### config.mk
export PLATFORM = sky130hd
export DESIGN_NAME = p_encoder
export DESIGN_NICKNAME = d
export VERILOG_FILES = /design/src/rtl/p_encoder_pkg.sv /design/src/rtl/p_encoder_node.sv /design/src/rtl/p_encoder.sv
export SDC_FILE = /design/constraint.sdc
export NUM_CORES = 1
export LEC_CHECK = 0
export CAP_MARGIN = 30
export CORE_MARGIN = 1.5
export CORE_UTILIZATION = 34
export CTS_BUF_LIST = sky130_fd_sc_hd__clkbuf_4
export CTS_CLUSTER_DIAMETER = 60
export CTS_CLUSTER_SIZE = 10
export DETAILED_ROUTE_END_ITERATION = 10
export PLACE_DENSITY_LB_ADDON = 0.3
export SETUP_SLACK_MARGIN = 0.1
export SYNTH_ARGS = -nofsm -noshare
export SYNTH_HDL_FRONTEND = slang
export SYNTH_SLANG_ARGS = --single-unit
### constraint.sdc
create_clock -name clk -period 4.9 [get_ports clk]
set_input_delay 0.98 -clock clk [delete_from_list [all_inputs] [get_ports clk]]
set_output_delay 0.98 -clock clk [all_outputs]
set_load 0.05 [all_outputs]
### src/rtl/p_encoder_pkg.sv
// Shared definitions for the p_encoder priority encoder.
// Holds the width limit and the ceil-log2 helper used to size the tree.
package p_encoder_pkg;

  localparam int unsigned P_ENCODER_MAX_WIDTH = 1024;

  // Never returns less than 1 so a 2-bit encoder still has a 1-bit index.
  function automatic int unsigned clog2_f(input int unsigned n);
    int unsigned r;
    r = 1;
    while ((64'd1 << r) < 64'(n)) r++;
    return r;
  endfunction

endpackage

### src/rtl/p_encoder_node.sv
// Combinational merge of two (valid, index) pairs from the lower and upper halves.
// The upper half wins whenever it is valid; its valid becomes the new index MSB.
module p_encoder_node
  import p_encoder_pkg::*;
#(
  parameter int unsigned LW = 1
) (
  input  logic          vl,
  input  logic [LW-1:0] il,
  input  logic          vh,
  input  logic [LW-1:0] ih,
  output logic          vo,
  output logic [LW:0]   io
);

  assign vo = vh | vl;
  assign io = {vh, vh ? ih : il};

endmodule

### src/rtl/p_encoder.sv
// Registered priority encoder: o is the index of the highest set bit of a, v flags a != 0.
// Optional registered one-hot output oh when P_ENCODER_ONEHOT_EN is defined.
module p_encoder
  import p_encoder_pkg::*;
#(
  parameter int unsigned WIDTH = 31,
  localparam int unsigned OW = clog2_f(WIDTH)
) (
  input  logic             clk,
  input  logic             rst,
  input  logic [WIDTH-1:0] a,
`ifdef P_ENCODER_ONEHOT_EN
  output logic [WIDTH-1:0] oh,
`endif
  output logic [OW-1:0]    o,
  output logic             v
);

  localparam int unsigned PW = 1 << OW;

  if (WIDTH < 2 || WIDTH > P_ENCODER_MAX_WIDTH) begin : g_width_check
    $error("p_encoder: WIDTH %0d outside 2..%0d", WIDTH, P_ENCODER_MAX_WIDTH);
  end

  // Zero padding up to a power of two keeps the tree regular; padded bits never win.
  logic [PW-1:0] pad;
  if (PW > WIDTH) begin : g_pad
    assign pad = {{(PW - WIDTH){1'b0}}, a};
  end else begin : g_nopad
    assign pad = a;
  end

  // Level l holds PW>>l nodes, each with an l-bit index into its 2^l-bit span.
  for (genvar l = 1; l <= OW; l++) begin : g_lvl
    localparam int unsigned N = PW >> l;
    logic [N-1:0] vld;
    logic [l-1:0] idx [N];

    for (genvar j = 0; j < N; j++) begin : g_node
      if (l == 1) begin : g_leaf
        assign vld[j] = pad[2*j+1] | pad[2*j];
        assign idx[j] = pad[2*j+1];
      end else begin : g_merge
        p_encoder_node #(
          .LW(l - 1)
        ) u_node (
          .vl(g_lvl[l-1].vld[2*j]),
          .il(g_lvl[l-1].idx[2*j]),
          .vh(g_lvl[l-1].vld[2*j+1]),
          .ih(g_lvl[l-1].idx[2*j+1]),
          .vo(vld[j]),
          .io(idx[j])
        );
      end
    end
  end

  logic          tree_vld;
  logic [OW-1:0] tree_idx;
  assign tree_vld = g_lvl[OW].vld[0];
  assign tree_idx = g_lvl[OW].idx[0];

  always_ff @(posedge clk) begin
    if (rst) begin
      o <= '0;
      v <= 1'b0;
    end else begin
      o <= tree_idx;
      v <= tree_vld;
    end
  end

`ifdef P_ENCODER_ONEHOT_EN
  logic [WIDTH-1:0] oh_d;
  assign oh_d = tree_vld ? (WIDTH'(1) << tree_idx) : '0;

  always_ff @(posedge clk) begin
    if (rst) begin
      oh <= '0;
    end else begin
      oh <= oh_d;
    end
  end
`endif

endmodule

# [Word-level counts from Yosys, hierarchy flattened]
# Cells that the tools add are included.
# Widths: inputs -> output; s select.
[classes] muxes=15 bitwise=30
[ops] op="$or 1x1->1" n=30
[ops] op="$mux 1" n=8
[ops] op="$mux 2" n=4
[ops] op="$mux 3" n=2
[ops] op="$mux 4" n=1
[word_totals] register_bits=6 inputBits=33 output_inout_bits=6 word_cells=47

# [Logic depth before layout (Yosys ltp)]
# Gate-level depths: netlist of run 1.
[depth] word_depth=5 depth_mapped=5 mapped_depth_nobuf=5

# [Cells and area by module]
# Synthesis of run 1 repeated with hierarchy kept, for this count alone.
[hier_totals] hier_cells=84 area_unflattened_um2=784.5
[modules_own_cells] module="p_encoder" n_inst=1 cells_each=28 area_each_um2=255.2 seq_area_each_um2=120.1
[modules_own_cells] module="p_encoder_node (g_lvl[2].g_node[0].g_merge.u_node ...)" n_inst=8 cells_each=3 area_each_um2=28.8 seq_area_each_um2=0.0
[modules_own_cells] module="p_encoder_node (g_lvl[3].g_node[0].g_merge.u_node ...)" n_inst=4 cells_each=4 area_each_um2=36.3 seq_area_each_um2=0.0
[modules_own_cells] module="p_encoder_node (g_lvl[4].g_node[0].g_merge.u_node ...)" n_inst=2 cells_each=5 area_each_um2=47.5 seq_area_each_um2=0.0
[modules_own_cells] module="p_encoder_node (g_lvl[5].g_node[0].g_merge.u_node)" n_inst=1 cells_each=6 area_each_um2=58.8 seq_area_each_um2=0.0

# [Least setup slack after synthesis of run 1]
# Ideal clock, no wire load.
[synth_timing] kind="in2reg" from="input port a[21]" to="register o[0]" setup_time_ns=0.074 t_arrival_ns=2.159 t_required_ns=4.826 path_slack_ns=2.667 stages=5 path_buffers=0 path_cell_list="or4_4 > nor4b_4 > and2_4 > nand4_1 > a31oi_1"
[synth_via] elab_chain_cells=5 elab_cells_between_ends=8 classes_between="4 x mux; 4 x bitwise"
[synth_lines] item="start, declared" line="p_encoder.sv:11" text="input logic [WIDTH-1:0] a,"
[synth_lines] item="$or 1x1->1" line="p_encoder.sv:41" text="assign vld[j] = pad[2*j+1] | pad[2*j];"
[synth_lines] item="$or 1x1->1" line="p_encoder_node.sv:16" text="assign vo = vh | vl;"
[synth_lines] item="$mux 2 or $or 1x1->1 (tied branches)" line="p_encoder_node.sv:17, p_encoder_node.sv:16"
[synth_lines] item="$mux 3 or $or 1x1->1 (tied branches)" line="p_encoder_node.sv:17, p_encoder_node.sv:16"
[synth_lines] item="$mux 4 *" line="p_encoder_node.sv:17" text="assign io = {vh, vh ? ih : il};"
[synth_lines] item="end signal, assigned" line="p_encoder.sv:68" text="o <= tree_idx;"
[synth_lines] item="end, declared" line="p_encoder.sv:15" text="output logic [OW-1:0] o,"
# Every way passes the cells marked *; elsewhere a longest branch is shown, timed or not.
# A chain may end at the register's enable or synchronous reset.

# [Worst setup path after layout of run 1]
[layout_timing] from="input port a[21]" to="register o[2]"
[layout_via] elab_chain_cells=5 elab_cells_between_ends=6 classes_between="2 x mux; 4 x bitwise"
[layout_lines] item="$or 1x1->1 *" line="p_encoder.sv:41"
[layout_lines] item="$or 1x1->1 *" line="p_encoder_node.sv:16"
[layout_lines] item="$or 1x1->1 (2 in series)" line="p_encoder_node.sv:16"
[layout_lines] item="$mux 4 *" line="p_encoder_node.sv:17"
# Marks and branches as above.

==> flow_summary.toml, run 1 <==
[global_routing]
grtUsageTotal_pct = 22.7
grt_max_degree = 7
grt_pass1_wl_um = 2390
antenna_found_initial = 0
grt_overflow = 0
grt_pass1_vias = 578

[floorplan]
rows = 12
ioPinCount = 39
die_y_um = 39.1
dieArea_um2 = 1530
core_um2 = 1160
chipWidth_um = 39.1
initial_core_util_pct = 38.3

[yosys]
syn_avg_cell_area_um2 = 7.38
synth.top_cells.by_area = "dfxtp_1, a21oi_1, nor4_1"
synthArstFlopShare_pct = 0
yosys_warnings = 0
synth-edff-count = 0
synth_fp_nets = 93
synth.cells.most_frequent = "a21oi_1, dfxtp_1, inv_1, nor2_1, o21ai_0"
synth-seq-cells = 6
synth_ff_type = "dfxtp_1"
synth_top_area_cell = "dfxtp_1"
synth_top_area_share_pct = 27.1
synth-seq-area-share_pct = 27.1
synthCells = 60
synth.distinct_cells = 23
synth_area_um2 = 443

[clock_network]
cts.clk_slew.worst_paths_ps = 40
cts-root-buf = "clkbuf_4"
cts_tree = "yes"
post_cts_resized = 0
cts_setup_buffers = 0
clk_path_buf_depth = 2
cts_made_buffers = 3
ctsHtreeMaxLevel = 1
cts_sinks = 6
cts-hold-fix-buffers = 0

[power_and_ir_drop]
total_leakage_power_nw = 0.316
peakVddDrop_mv = 0.0704
total_power_mw = 0.154
cellPowerDensity_nw_per_um2 = 178

[final_layout]
fin_nets = 136
drive_above_1_share_pct = 5.94
antennaDiodeCount = 0
fin_area_um2 = 863
area_growth_pct = 94.9

[place]
pre_cts_ws_ps = 2100
dp_hpwl_um = 1160
placed_area_um2 = 841
io_buffers = 38
gp_congestion = 0.800

[critical_path]
slowest_delay_ps = 580
path_max_fanout = 5
worst_setup_path_start_kind = "primary input"
cp_num_buf_inv = 1
cp.arrival_ps = 2720
critPathTopFamily = "simple AND/OR/NAND/NOR gates"
cp_cell_sequence = "clkdlybuf4s50_1 -> or4_4 -> nor4b_4 -> and2_4 -> nand2_1 -> a41oi_1"
worstSetupPathType = "primary input to register"
cp-end-kind = "register"
cp_slowest_cell = "or4_4"
cp_data_required_time_ps = 5050

[detailed_routing]
dr.pass1.iters = 4
postRouteAntennaNets = 0
drc = 0
drt_iter0_markers = 15
avgRoutedWirePerCell_um = 11.5
vias = 595
routed_wl_um = 1330
viasPerCell = 5.17

[timing]
rsz0062_at_grt = "no"
fin_setup_tns_ps = 0
slew_headroom_pct = 67.3
fin_ws_ps = 2320
layout_min_cycle_time_ps = 2580
finalHoldViolations = 0
fin_crit_sh_pct = 52.6
setup_violations = 0
drv_slew = 0
timing.fmax_mhz = 388
max_slew.worst_pin.slew_ps = 486

[outcome]
outcome = "completed"

[run]
cap_violations = 0

[hold_path]
hold_path_class = "primary input to register"
[cell families (layout without fill, tap and decap cells)]
| group | count (synthesis) | count (layout) | share of synthesized area [%] |
|---|---|---|---|
| flip-flops | 6 | 6 | 27.1 |
| AO/OA/AOI/OAI | 19 | 19 | 26.8 |
| AND/OR/NAND/NOR | 29 | 29 | 41.0 |
| buffers and inverters | 6 | 47 | 5.08 |
[power breakdown]
group	internal, mW	switching (mW)	total [mW]
clock	0.0275	0.0150	0.0426
sequential	0.0519	0.000618	0.0525
combinational	0.0328	0.0257	0.0585
total	0.112	0.0414	0.154
[worst paths after layout]
path	from	endpoint	slack, ps	cells past startpoint
hold / removal	a[30]	o[1]	1390	3
setup / recovery	a[21]	o[2]	2320	6
[registers in the layout, summed over array words and instances (netlist names)]
signal,cells
v,1
o,5
[metal layers]
metal	share of wire [%]	GRT usage (%)	wire length, µm	vias up
li1	-	-	-	317
met1	44	27.8	586	251
met2	50	38.3	660	25
met3	5.7	2.31	75	2
met4	0.45	12.1	6	0
met5	0	0	0	-
[cell usage in the layout, fill, tap and decap left out, types with 3 or more instances in the layout]
cell type and count:
nor2b_1 3, inv_1 6, clkdlybuf4s50_1 38, clkbuf_4 3, nor3_1 4, dfxtp_1 6
nand2_1 3, a21oi_1 6, nor4_1 4, o21ai_0 5, nor2_1 6
[per-stage QoR]
step	hold WS [ps]	std cells	utilization [%]
after floorplan	1050	60	-
after global placement	1640	112	72.7
after detailed placement	1630	112	72.7
after CTS	1380	115	74.7
after global routing	1420	115	74.7
final	1390	115	74.7
[layout make-up]
class / count / area (µm²)
fill: 96 / 293
multi-input combinational: 48 / 300
sequential: 6 / 120
inverter: 6 / 22.5
tap: 14 / 17.5
clock buffer: 3 / 22.5
timing repair buffer: 38 / 380
(Power assumes the default switching activity.)
==> run 2, diff against run 1 <==
--- a/config.mk
+++ b/config.mk
@@ -7,7 +7,7 @@
 export LEC_CHECK = 0
 export CAP_MARGIN = 30
 export CORE_MARGIN = 1.5
-export CORE_UTILIZATION = 34
+export CORE_UTILIZATION = 31
 export CTS_BUF_LIST = sky130_fd_sc_hd__clkbuf_4
 export CTS_CLUSTER_DIAMETER = 60
 export CTS_CLUSTER_SIZE = 10
==> constraint.sdc (replaced) <==
create_clock -name clk -period 2.6 [get_ports clk]
set_input_delay 0.52 -clock clk [delete_from_list [all_inputs] [get_ports clk]]
set_output_delay 0.52 -clock clk [all_outputs]
set_load 0.05 [all_outputs]
==> run 2 against run 1 <==
  * Power up 90%
  * Via count down 1.2%
  * Sequential power up 89%
  * Clock power up 92%
  * Non-clock buffer count unchanged
  * Sequential share of layout area about the same
  * Highest routed layer is now met3
  * Utilization down 9.1 points
  * Hold slack worse by 430 ps
  * Largest cell class unchanged
==> flow_summary.toml, run 2 (synthesis results as in run 1) <==
[hold_path]
hold_path_class = "primary input to register"
min_to = "o[1]"
min_path_cells = 3
hold_start = "a[30]"

[clock_network]
cts_tree = "yes"
cts_made_buffers = 3
cts-root-buf = "clkbuf_4"
cts.clk_slew.worst_paths_ps = 40
ctsHtreeMaxLevel = 1
cts_sinks = 6
cts_setup_buffers = 0
cts-hold-fix-buffers = 0
clk_path_buf_depth = 2
post_cts_resized = 0

[critical_path]
critPathTopFamily = "simple AND/OR/NAND/NOR gates"
cp.arrival_ps = 2260
worst-path-stages = 6
slowest_delay_ps = 580
cp_data_required_time_ps = 2750
cp_num_buf_inv = 1
worstSetupPathType = "primary input to register"
cp_slowest_cell = "or4_4"
path_max_fanout = 5
cp-end-kind = "register"
cp_cell_sequence = "clkdlybuf4s50_1 -> or4_4 -> nor4b_4 -> and2_4 -> nand2_1 -> a41oi_1"
worst_setup_path_start_kind = "primary input"

[final_layout]
final_cell_mix = "clkdlybuf4s50_1, inv_1, a21oi_1, nor2_1, dfxtp_1"
reg_top3 = "o (5), v (1)"
fin_cells = 116
fin_util_pct = 65.6
antennaDiodeCount = 0
drive_above_1_share_pct = 5.94
largest_register_ffs = 5
fin_area_um2 = 865
mostFrequentLayoutCell = "clkdlybuf4s50_1"
fill_cells = 114
area_growth_pct = 95.2
regMostFlops = "o"
fin_nets = 136

[run]
cap_violations = 0

[floorplan]
rows = 13
initial_core_util_pct = 33.6
dieArea_um2 = 1660
core_um2 = 1320
die_y_um = 40.8
ioPinCount = 39
chipWidth_um = 40.8

[detailed_routing]
avgRoutedWirePerCell_um = 11.3
viasPerCell = 5.07
drt_iter0_markers = 11
drc = 0
dr.pass1.iters = 4
vias = 588
postRouteAntennaNets = 0
routed_wl_um = 1310

[timing]
rsz0062_at_grt = "no"
timing.fmax_mhz = 474
fin_crit_sh_pct = 81.1
slew_headroom_pct = 67.2
fin_setup_tns_ps = 0
finalHoldViolations = 0
setup_violations = 0
layout_min_cycle_time_ps = 2110
max_slew.worst_pin.slew_ps = 488
drv_slew = 0

[global_routing]
grt_max_degree = 7
antenna_found_initial = 0
grt_pass1_wl_um = 2280
grt_overflow = 0
grtUsageTotal_pct = 20.9
grt_pass1_vias = 537

[outcome]
outcome = "completed"

[power_and_ir_drop]
peakVddDrop_mv = 0.125
cellPowerDensity_nw_per_um2 = 337
total_leakage_power_nw = 0.316
total_power_mw = 0.291

[place]
dpl.cell_count = 113
io_buffers = 38
dp_hpwl_um = 1190
gp_congestion = 0.772
placed_area_um2 = 842
==> run 2: worst min-delay path: stages <==
cell and delay, ps:
clkdlybuf4s50_1 400, inv_1 120, a31oi_1 100
==> run 2: cell type report <==
class / count / area [µm²] / area share [%]
inverter: 6 / 22.5 / 2.60
clock buffer: 3 / 22.5 / 2.60
tap: 15 / 18.8 / 2.17
multi-input combinational: 48 / 300 / 34.7
sequential: 6 / 120 / 13.9
timing repair buffer: 38 / 380 / 44.0
==> run 2: worst max path at each step <==
stage,from,end,slack (ps)
6_report,a[21],o[2],490
5_1_grt,a[21],o[2],370
4_1_cts,a[21],o[2],510
3_5_place_dp,a[21],o[2],260
3_3_place_gp,a[21],o[0],330
2_1_floorplan,a[21],o[0],830
==> run 2: where the power goes <==
group	switching [mW]	internal (mW)	total (mW)
Sequential	0.00121	0.0978	0.0990
Clock	0.0298	0.0519	0.0817
Combinational	0.0486	0.0618	0.110
==> run 2: through the flow <==
stage / hold slack, ps / worst slack, ps
2_1_floorplan: 589 / 827
3_3_place_gp: 1180 / 327
3_5_place_dp: 1200 / 261
4_1_cts: 945 / 506
5_1_grt: 977 / 371
6_report: 955 / 491
==> run 2: per-layer routing <==
layer,track usage (%),vias up,wire length (µm)
met5,0,-,0
met1,25.1,251,555
li1,-,315,-
met3,3.80,0,67
met2,34.0,22,685
met4,12.5,0,0
==> run 3, diff against run 2 <==
--- a/config.mk
+++ b/config.mk
@@ -7,7 +7,7 @@
 export LEC_CHECK = 0
 export CAP_MARGIN = 30
 export CORE_MARGIN = 1.5
-export CORE_UTILIZATION = 31
+export CORE_UTILIZATION = 28
 export CTS_BUF_LIST = sky130_fd_sc_hd__clkbuf_4
 export CTS_CLUSTER_DIAMETER = 60
 export CTS_CLUSTER_SIZE = 10
==> constraint.sdc (replaced) <==
create_clock -name clk -period 1.7 [get_ports clk]
set_input_delay 0.34 -clock clk [delete_from_list [all_inputs] [get_ports clk]]
set_output_delay 0.34 -clock clk [all_outputs]
set_load 0.05 [all_outputs]
==> run 3 against run 2 <==
  * Hold slack worse by 360 ps
  * Routed wire length up 26%
  * Utilization rose by 4.5 points
  * Non-clock buffer count up 21
  * Worst setup slack worse by 360 ps
  * Critical path type unchanged
  * Largest power group unchanged
==> flow_summary.toml, run 3 (synthesis results as in run 1) <==
[global_routing]
antenna_found_initial = 0
grt_pass1_vias = 677
grt_overflow = 0
grt_pass1_wl_um = 2680
grt_max_degree = 7
grtUsageTotal_pct = 18.7

[floorplan]
chipWidth_um = 42.8
ioPinCount = 39
die_y_um = 42.8
core_um2 = 1490
rows = 14
dieArea_um2 = 1830
initial_core_util_pct = 29.7

[final_layout]
reg_top3 = "o (5), v (1)"
largest_register_ffs = 5
mostFrequentLayoutCell = "buf_4"
regMostFlops = "o"
fin_nets = 157
area_growth_pct = 136
drive_above_1_share_pct = 33.6
final_cell_mix = "buf_4, clkdlybuf4s50_1"
antennaDiodeCount = 0
fill_cells = 125

[critical_path]
cp_data_required_time_ps = 1860
cp.arrival_ps = 1730
slowest_delay_ps = 550
worstSetupPathType = "primary input to register"
cp_slowest_cell = "or4_4"
worst_setup_path_start_kind = "primary input"
cp_cell_sequence = "buf_2 -> or4_4 -> nor4b_4 -> and2_4 -> nand4_1 -> a31oi_1"
cp-end-kind = "register"
critPathTopFamily = "simple AND/OR/NAND/NOR gates"
path_max_fanout = 5
cp_num_buf_inv = 1

[hold_path]
hold_path_class = "primary input to register"

[timing]
drv_slew = 0
setup_violations = 0
max_slew.worst_pin.slew_ps = 285
rsz0062_at_grt = "yes"
slew_headroom_pct = 80.7
timing.fmax_mhz = 639
fin_setup_tns_ps = 0
finalHoldViolations = 0
fin_crit_sh_pct = 92.0
fin_ws_ps = 135
layout_min_cycle_time_ps = 1560

[detailed_routing]
wl_met2_um = 868
top_layer = "met4"
dr.pass1.iters = 4
avgRoutedWirePerCell_um = 11.9
drc = 0
met3WireLength_um = 105
postRouteAntennaNets = 0
wl_met1_um = 650
viasPerCell = 5.25
vias = 724
routed_wl_um = 1640
drt_iter0_markers = 17

[clock_network]
cts_made_buffers = 3
cts_tree = "yes"
clk_path_buf_depth = 2
cts_sinks = 6
ctsHtreeMaxLevel = 1
cts-hold-fix-buffers = 0
cts.clk_slew.worst_paths_ps = 40
cts-root-buf = "clkbuf_4"

[power_and_ir_drop]
cellPowerDensity_nw_per_um2 = 455
total_leakage_power_nw = 0.490
total_power_mw = 0.475
p_switching_mw = 0.137
peakVddDrop_mv = 0.200
netSwitchingFraction_pct = 28.8
seqPwrFrac_pct = 31.9
power_frac_comb_pct = 41.4
clkPwrFrac_pct = 26.7
p_int_mw = 0.339

[place]
gp_congestion = 0.786
dp_hpwl_um = 1380
pre_cts_ws_ps = -441
io_buffers = 38

[run]
cap_violations = 0

[outcome]
outcome = "completed"
run 3: changes by cell type in the layout (fill, tap and decap cells not counted), sizes merged:
cell and delta:
buf +30, clkdlybuf4s15 +1, clkdlybuf4s50 -18, dlygate4sd2 +2
dlymetal6s2s +6
run 3: metrics by stage:
step	hold slack [ps]	util [%]	cell area, µm²	std cells
floorplan	409	-	443	60
detailed placement	790	65.7	978	134
global route	625	70.2	1040	138
global placement	792	65.7	978	134
CTS	613	67.2	1000	137
finish	598	70.2	1040	138
run 3: path summary, 6_finish.rpt:
path | from | cells past startpoint | endpoint
min | a[24] | 5 | o[2]
max | a[20] | 6 | o[0]
run 3: power groups by stage:
stage                     clock, mW  combinational, mW  sequential (mW)
after detailed placement          0              0.196            0.154
final                         0.127              0.197            0.151
after global routing          0.140              0.210            0.152
after floorplan                   0             0.0285            0.184
after global placement            0              0.192            0.154
after CTS                     0.129              0.194            0.152
run 3: routing by layer:
layer	up-vias	track usage (%)
met5	-	0
li1	355	-
met2	36	34.2
met3	3	2.55
met1	330	22.1
met4	0	5.63
run 3: repair_timing:
| action | 4_1_cts | 5_1_grt |
|---|---|---|
| endpoints found under the setup margin | 6 | 4 |
| pin swaps | 7 | 8 |
| resized for setup | 20 | 9 |
| buffers inserted | 0 | 1 |
run 3: layout make-up:
cell class / count / area [µm²] / share of cell area, %
multi-input combinational: 48 / 339 / 32.5
timing repair buffer: 59 / 520 / 49.8
sequential: 6 / 120 / 11.5
clock buffer: 3 / 22.5 / 2.16
inverter: 6 / 22.5 / 2.16
tap: 16 / 20.0 / 1.92
run 3: worst min-delay path: stages:
cell and delay (ps):
dlymetal6s2s_1 100, nor4_2 60, buf_4 130, nand2_1 50, a41oi_1 100
